## config.mk

```make
export PLATFORM = sky130hd
export DESIGN_NAME = osc_clk_divider_flat
export DESIGN_NICKNAME = d
export VERILOG_FILES = /design/src/rtl/osc_clk_divider_pkg.sv /design/src/rtl/osc_clk_divider_if.sv /design/src/rtl/osc_clk_divider_channel.sv /design/src/rtl/osc_clk_divider.sv /design/src/flat_wrapper.sv
export SDC_FILE = /design/constraint.sdc
export NUM_CORES = 1
export LEC_CHECK = 0
export ABC_AREA = 1
export BUFFER_PORTS_ARGS = -buffer_cell sky130_fd_sc_hd__buf_2
export CELL_PAD_IN_SITES_DETAIL_PLACEMENT = 0
export CELL_PAD_IN_SITES_GLOBAL_PLACEMENT = 1
export CORE_MARGIN = 3
export CORE_UTILIZATION = 40
export DETAILED_ROUTE_END_ITERATION = 12
export GPL_TIMING_DRIVEN = 0
export PLACE_DENSITY = 0.85
export REMOVE_ABC_BUFFERS = 1
export SLEW_MARGIN = 20
export SYNTH_ARGS = -nofsm -noshare
export SYNTH_HDL_FRONTEND = slang
export SYNTH_SLANG_ARGS = --single-unit
```

## constraint.sdc

```tcl
create_clock -name clkin -period 2.1 [get_ports clkin]
set_input_delay 0 -clock clkin [delete_from_list [all_inputs] [get_ports clkin]]
set_output_delay 0 -clock clkin [all_outputs]
set_load 0.05 [all_outputs]
```

## src/rtl/osc_clk_divider_pkg.sv

```systemverilog
// Shared definitions for the oscillator clock divider.
// Holds the parameter defaults and the channel-index width helper.
// Imported by the interface, the per-channel divider and the top level.
package osc_div_pkg;

  // Default divisor width; the largest divisor is 2^DIV_WIDTH-1.
  localparam int unsigned DIV_WIDTH_DEF   = 8;

  // Divisor loaded into every channel at reset.
  localparam int unsigned DEFAULT_DIV_DEF = 2;

  // Width of the channel-select field. A single-channel build still gets
  // one select bit, so div_ch never collapses to a zero-width vector.
  function automatic int unsigned ch_idx_w(input int unsigned channels);
    return (channels <= 1) ? 1 : $clog2(channels);
  endfunction

endpackage

```

## src/rtl/osc_clk_divider_if.sv

```systemverilog
// Control/status bundle of the oscillator clock divider.
// master: en, sync, div_wr, div_ch, div_val out; tick, clk_out, pending in.
// slave : the divider side, directions mirrored.
interface osc_clk_divider_if
  import osc_div_pkg::*;
#(
  parameter int unsigned CHANNELS  = 4,
  parameter int unsigned DIV_WIDTH = DIV_WIDTH_DEF
);

  localparam int unsigned CH_W = ch_idx_w(CHANNELS);

  logic [CHANNELS-1:0]  en;       // per-channel run enable
  logic                 sync;     // one-cycle pulse, phase-aligns all channels
  logic                 div_wr;   // divisor write strobe
  logic [CH_W-1:0]      div_ch;   // target channel of div_wr
  logic [DIV_WIDTH-1:0] div_val;  // divisor written by div_wr
  logic [CHANNELS-1:0]  tick;     // one-cycle strobe per channel period
  logic [CHANNELS-1:0]  clk_out;  // registered divided square wave
  logic [CHANNELS-1:0]  pending;  // written divisor awaiting application

  modport master (
    output en, sync, div_wr, div_ch, div_val,
    input  tick, clk_out, pending
  );

  modport slave (
    input  en, sync, div_wr, div_ch, div_val,
    output tick, clk_out, pending
  );

endinterface

```

## src/rtl/osc_clk_divider_channel.sv

```systemverilog
// One divider channel: counts clkin edges modulo N and emits tick/clk_out.
// Ports: clkin/reset; en, sync, wr, wr_val in; tick, clk_out, pending out.
// Latency: outputs are registered straight from the counter; no handshake,
// a write is always accepted (held pending until the next period boundary).
module osc_div_channel
  import osc_div_pkg::*;
#(
  parameter int unsigned DIV_WIDTH   = DIV_WIDTH_DEF,
  parameter int unsigned DEFAULT_DIV = DEFAULT_DIV_DEF
) (
  input  logic                 clkin,
  input  logic                 reset,
  input  logic                 en,
  input  logic                 sync,
  input  logic                 wr,       // write already decoded for this channel
  input  logic [DIV_WIDTH-1:0] wr_val,
  output logic                 tick,
  output logic                 clk_out,
  output logic                 pending
);

  logic [DIV_WIDTH-1:0] act_div;   // divisor governing the current period
  logic [DIV_WIDTH-1:0] pend_div;  // divisor waiting for the next boundary
  logic [DIV_WIDTH-1:0] cnt;       // position inside the current period
  logic [DIV_WIDTH-1:0] eff_n;     // active divisor with 0 treated as 1
  logic                 at_wrap;   // this edge ends the current period
  logic                 restart;   // this edge starts a new period
  logic                 in_high;   // counter sits in the high half of the wave

  always_comb begin
    eff_n   = (act_div == '0) ? DIV_WIDTH'(1) : act_div;
    at_wrap = (cnt == eff_n - DIV_WIDTH'(1));
    restart = sync | at_wrap;
    // floor(N/2): odd N gets the shorter high phase, N=1 never goes high.
    in_high = (cnt < (eff_n >> 1));
  end

  always_ff @(posedge clkin) begin
    if (reset) begin
      act_div  <= DIV_WIDTH'(DEFAULT_DIV);
      pend_div <= '0;
      pending  <= 1'b0;
      cnt      <= '0;
      tick     <= 1'b0;
      clk_out  <= 1'b0;
    end else if (!en) begin
      // Idle channel: park the counter and hand over any queued divisor now.
      // A write arriving this same edge is newer, so it wins.
      cnt     <= '0;
      tick    <= 1'b0;
      clk_out <= 1'b0;
      pending <= 1'b0;
      if (wr) begin
        act_div <= wr_val;
      end else if (pending) begin
        act_div <= pend_div;
      end
    end else begin
      // sync restarts the period without emitting the end-of-period strobe.
      tick    <= at_wrap & ~sync;
      clk_out <= in_high;
      cnt     <= restart ? '0 : cnt + DIV_WIDTH'(1);
      if (restart && pending) begin
        act_div <= pend_div;
        pending <= 1'b0;
      end
      // Placed after the load so a write on a boundary edge stays queued
      // for the following boundary instead of taking effect immediately.
      if (wr) begin
        pend_div <= wr_val;
        pending  <= 1'b1;
      end
    end
  end

endmodule

```

## src/rtl/osc_clk_divider.sv

```systemverilog
// Multi-channel divider of the on-chip oscillator clock.
// Ports: clkin, reset (sync, active high); bus (slave) carries enables,
// sync, divisor writes and the per-channel tick/clk_out/pending outputs.
// Latency: outputs registered, no input-to-output combinational path;
// divisor writes are never refused.
module osc_clk_divider
  import osc_div_pkg::*;
#(
  parameter int unsigned CHANNELS    = 4,
  parameter int unsigned DIV_WIDTH   = DIV_WIDTH_DEF,
  parameter int unsigned DEFAULT_DIV = DEFAULT_DIV_DEF
) (
  input  logic               clkin,
  input  logic               reset,
  osc_clk_divider_if.slave   bus
);

  localparam int unsigned CH_W = ch_idx_w(CHANNELS);

  // Write decode: a channel index beyond CHANNELS-1 matches no channel,
  // so such writes fall away without extra range logic.
  logic [CHANNELS-1:0] wr_hit;

  always_comb begin
    wr_hit = '0;
    for (int c = 0; c < CHANNELS; c++) begin
      wr_hit[c] = bus.div_wr && (bus.div_ch == CH_W'(c));
    end
  end

  for (genvar c = 0; c < CHANNELS; c++) begin : g_ch
    osc_div_channel #(
      .DIV_WIDTH   (DIV_WIDTH),
      .DEFAULT_DIV (DEFAULT_DIV)
    ) u_ch (
      .clkin   (clkin),
      .reset   (reset),
      .en      (bus.en[c]),
      .sync    (bus.sync),          // shared fan-out to every channel
      .wr      (wr_hit[c]),
      .wr_val  (bus.div_val),
      .tick    (bus.tick[c]),
      .clk_out (bus.clk_out[c]),
      .pending (bus.pending[c])
    );
  end

endmodule
```

## src/flat_wrapper.sv

```systemverilog
// flat-port wrapper written by rule: the top's interface ports become plain ports
module osc_clk_divider_flat import osc_div_pkg::*;
#(
  parameter int unsigned CHANNELS    = 4,
  parameter int unsigned DIV_WIDTH   = DIV_WIDTH_DEF,
  parameter int unsigned DEFAULT_DIV = DEFAULT_DIV_DEF
)
  (clkin, reset, bus_en, bus_sync, bus_div_wr, bus_div_ch, bus_div_val, bus_tick, bus_clk_out, bus_pending);
  osc_clk_divider_if #(.CHANNELS(CHANNELS), .DIV_WIDTH(DIV_WIDTH)) bus_i ();
  input  logic clkin;
  input  logic reset;
  input wire logic [$bits(bus_i.en)-1:0] bus_en;
  input wire logic [$bits(bus_i.sync)-1:0] bus_sync;
  input wire logic [$bits(bus_i.div_wr)-1:0] bus_div_wr;
  input wire logic [$bits(bus_i.div_ch)-1:0] bus_div_ch;
  input wire logic [$bits(bus_i.div_val)-1:0] bus_div_val;
  output wire logic [$bits(bus_i.tick)-1:0] bus_tick;
  output wire logic [$bits(bus_i.clk_out)-1:0] bus_clk_out;
  output wire logic [$bits(bus_i.pending)-1:0] bus_pending;
  assign bus_i.en = bus_en;
  assign bus_i.sync = bus_sync;
  assign bus_i.div_wr = bus_div_wr;
  assign bus_i.div_ch = bus_div_ch;
  assign bus_i.div_val = bus_div_val;
  assign bus_tick = bus_i.tick;
  assign bus_clk_out = bus_i.clk_out;
  assign bus_pending = bus_i.pending;
  osc_clk_divider #(.CHANNELS(CHANNELS), .DIV_WIDTH(DIV_WIDTH), .DEFAULT_DIV(DEFAULT_DIV)) u_core (.clkin(clkin), .reset(reset), .bus(bus_i));
endmodule
```

==> flow_metrics.tcl <==
set metrics [dict create \
    dr_wl_met3_um 460 \
    critical_path_required_ps 2290 \
    syn_avg_cell_area_um2 6.84 \
    regToRegEndpoint "u_core.g_ch[0].u_ch.act_div[1]" \
    end_kind "flip-flop" \
    cpMostUsedCell "nand2_2" \
    r2r_slack_ps -170 \
    cts_htree_levels 3 \
    synth_ff_type "dfxtp_1" \
    p_per_area_nw_per_um2 618 \
    num_io_pins 30 \
    hold_depth 3 \
    cp_max_fo 8 \
    async_flop_share_pct 0 \
    crit_arrival_ps 2460 \
    netlist_area_um2 6200 \
    setup_violations 47 \
    synth-seq-cells 108 \
    ys_types 35 \
    drt-initial-drc-count 277 \
    die_y_um 130 \
    slowest_delay_ps 360 \
    synth_edf_count 0 \
    final.setup.worst_slack_ps -169 \
    yosysWarnings 0 \
    antenna_found_initial 0 \
    fillCellCount 1465 \
    synthCells 906 \
    drv_slew 0 \
    place.gp.congestion 0.832 \
    insertedDiodeCount 0 \
    violations "negative setup slack" \
    syn2layout_area_growth_pct 25.2 \
    final_hold_viol_count 0 \
    rows 44 \
    grt_overflow 0 \
    fin_util_pct 52.2 \
    wirelength_mm 15.7 \
    dieArea_um2 17000 \
    wl_met2_mm 7.42 \
    start_kind "flip-flop" \
    skew_ps 5.20 \
    cts_buffers 9 \
    slew_headroom_pct 43.7 \
    drc_errors 0 \
    status "finished, violations left" \
    fin_crit_ps 2270 \
    yosysSeqAreaShare_pct 34.9 \
    drt.antenna.violating_nets 0 \
    rsz0062_at_grt "yes" \
    cp_cell_sequence "inv_4 > nand2_2 > nor2_4 > nand2_1 > nand2_2 > inv_2 > ha_4 > xor2_2 > o21ai_1 > nor2_1 > nand2_1 > nor2_2 > nand3_2 > nand2_4 > nand2_8 > nand2_2 > nand3_1" \
    crit_cells 17 \
    worst-slew-pin-transition_ps 841 \
    grt_max_degree 40 \
    dr.max_layer_used "met4" \
    place_ws_ps -433 \
    leakagePower_nw 3.49 \
    holdPathEnd "u_core.g_ch[2].u_ch.pend_div[5]" \
    numPortBuffers 29 \
    die_w_um 130 \
    core_area_um2 14900 \
    vias_per_cell 4.95 \
    final_cell_mix "177 x nand2_1, 99 x nor2_1, 82 x inv_1, 82 x dfxtp_1, 70 x nand3_1" \
    grt_use_total_pct 18.8 \
    multi_input_area_um2 3930 \
    min_path_type "input port to flip-flop" \
    reg2reg_from "u_core.g_ch[0].u_ch.act_div[3]" \
    rr_worst_depth 17 \
    cpLargestDelayFamily "simple AND/OR/NAND/NOR gates" \
    cts.clk_slew.worst_paths_ps 70 \
    cts_tree "yes" \
    first_pass_iters 5 \
    cts.sinks 108 \
    clk_latency_ps 350 \
    ir_drop_v 0.000404 \
    crit_path_top_delay_cell "dfxtp_4" \
    wl_met1_mm 7.62 \
    vias 5795 \
    final_cell_area_um2 7760 \
    fin_setup_tns_ps -3630 \
    whs_ps 22.0 \
    placed_area_um2 6380 \
    register_area_um2 2220 \
    fmax_mhz 441 \
    clockBufferDepth 2 \
    wl_per_cell_um 13.4 \
    cts-root-buf "clkbuf_16" \
    drive_gt1_share_pct 25.0 \
    crit_type "flip-flop to flip-flop" \
    grt_pass1_wl_mm 26.1 \
    first_global_vias 5433 \
    period_share_pct 108 \
    initial_utilization_pct 41.7 \
    hpwlAfterDp_mm 10.2 \
    critPathBufInv 2 \
    maxCapViolations 0 \
    final_common_cell "nand2_1" \
    fin_nets 1033 \
    hold_start "bus_en[2]" \
]
## per-layer routing
layer,GRT usage [%],vias up
met3,2.60,18
met2,31.4,78
met5,0,-
met4,5.93,0
met1,25.4,2647
li1,-,3052
## registers in the layout (all words and copies together), names as in the netlist
register and cells:
u_core.g_ch.u_ch.pend_div 32, u_core.g_ch.u_ch.cnt 32, u_core.g_ch.u_ch.act_div 32, u_core.g_ch.u_ch.clk_out 4
u_core.g_ch.u_ch.tick 4, u_core.g_ch.u_ch.pending 4
## tightest hold or removal path: cells and delay by family
family / cells / cell delay, ps
AND/OR/NAND/NOR: 1 / 100
AO/OA/AOI/OAI: 1 / 60
buffers and inverters: 1 / 170
## metrics by stage
step | cells | power [W]
after CTS | 1158 | 0.00475
final | 1171 | 0.00479
after floorplan | 872 | 0.00260
after global placement | 1085 | 0.00277
after detailed placement | 1085 | 0.00277
after global routing | 1171 | 0.00499
## power breakdown
group | switching (W) | internal, W
Combinational | 0.000505 | 0.000328
Clock | 0.000786 | 0.00104
Sequential | 0.0000430 | 0.00209
## worst max-delay path by stage
stage / start / to / slack (ps)
finish: u_core.g_ch[0].u_ch.act_div[3] / u_core.g_ch[0].u_ch.act_div[1] / -170
global route: u_core.g_ch[1].u_ch.act_div[6] / u_core.g_ch[1].u_ch.act_div[2] / -390
CTS: u_core.g_ch[1].u_ch.act_div[3] / u_core.g_ch[1].u_ch.act_div[5] / -190
detailed placement: u_core.g_ch[0].u_ch.act_div[3] / u_core.g_ch[0].u_ch.act_div[7] / -430
global placement: bus_div_ch[1] / u_core.g_ch[2].u_ch.act_div[4] / -710
floorplan: u_core.g_ch[0].u_ch.act_div[4] / u_core.g_ch[0].u_ch.act_div[1] / -50
## synth_stat cells (5+ instances only)
library cell | n | area, um2
nand4_1 | 7 | 43.8
inv_2 | 12 | 45.0
buf_4 | 14 | 105
nand2_1 | 215 | 807
a21oi_1 | 52 | 260
nand3_1 | 74 | 370
o21ai_0 | 55 | 275
inv_1 | 91 | 342
nand2_2 | 8 | 50.1
xnor2_1 | 15 | 131
xor2_1 | 30 | 263
dfxtp_1 | 108 | 2160
nor3b_1 | 5 | 37.5
nor2_1 | 114 | 428
ha_1 | 32 | 400
nor3_1 | 18 | 90.1
clkbuf_1 | 13 | 48.8
## cell families (layout without fill, tap and decap cells)
kind of cell               Yosys count  count (layout)  synth area share, %
buffers and inverters              137             213                 9.45
adders and majority gates           32              32                 6.46
AOI/OAI and AO/OA                  121             121                 10.3
and+or+nand+nor                    463             468                 32.6
xor gates and xnor gates            45              45                 6.36
DFF                                108             108                 34.9
## repair_timing
action | CTS | global route
hold buffers | 10 | 0
pin swaps | 58 | 49
endpoints found under the setup margin | 71 | 71
resized for setup | 102 | 57
hold endpoints to repair | 24 | 0
cloned | 5 | 0
buffers inserted | 43 | 15
## area by class of cell
class                   count  area share, %
multi-input cells         666           50.6
flip-flops and latches    108           28.6
repair buffers             95           8.72
inverters                 103           5.08
well taps                 184           2.97
clock buffers              10           2.95
clock inverters             5           1.00
(Power assumes the default switching activity.)
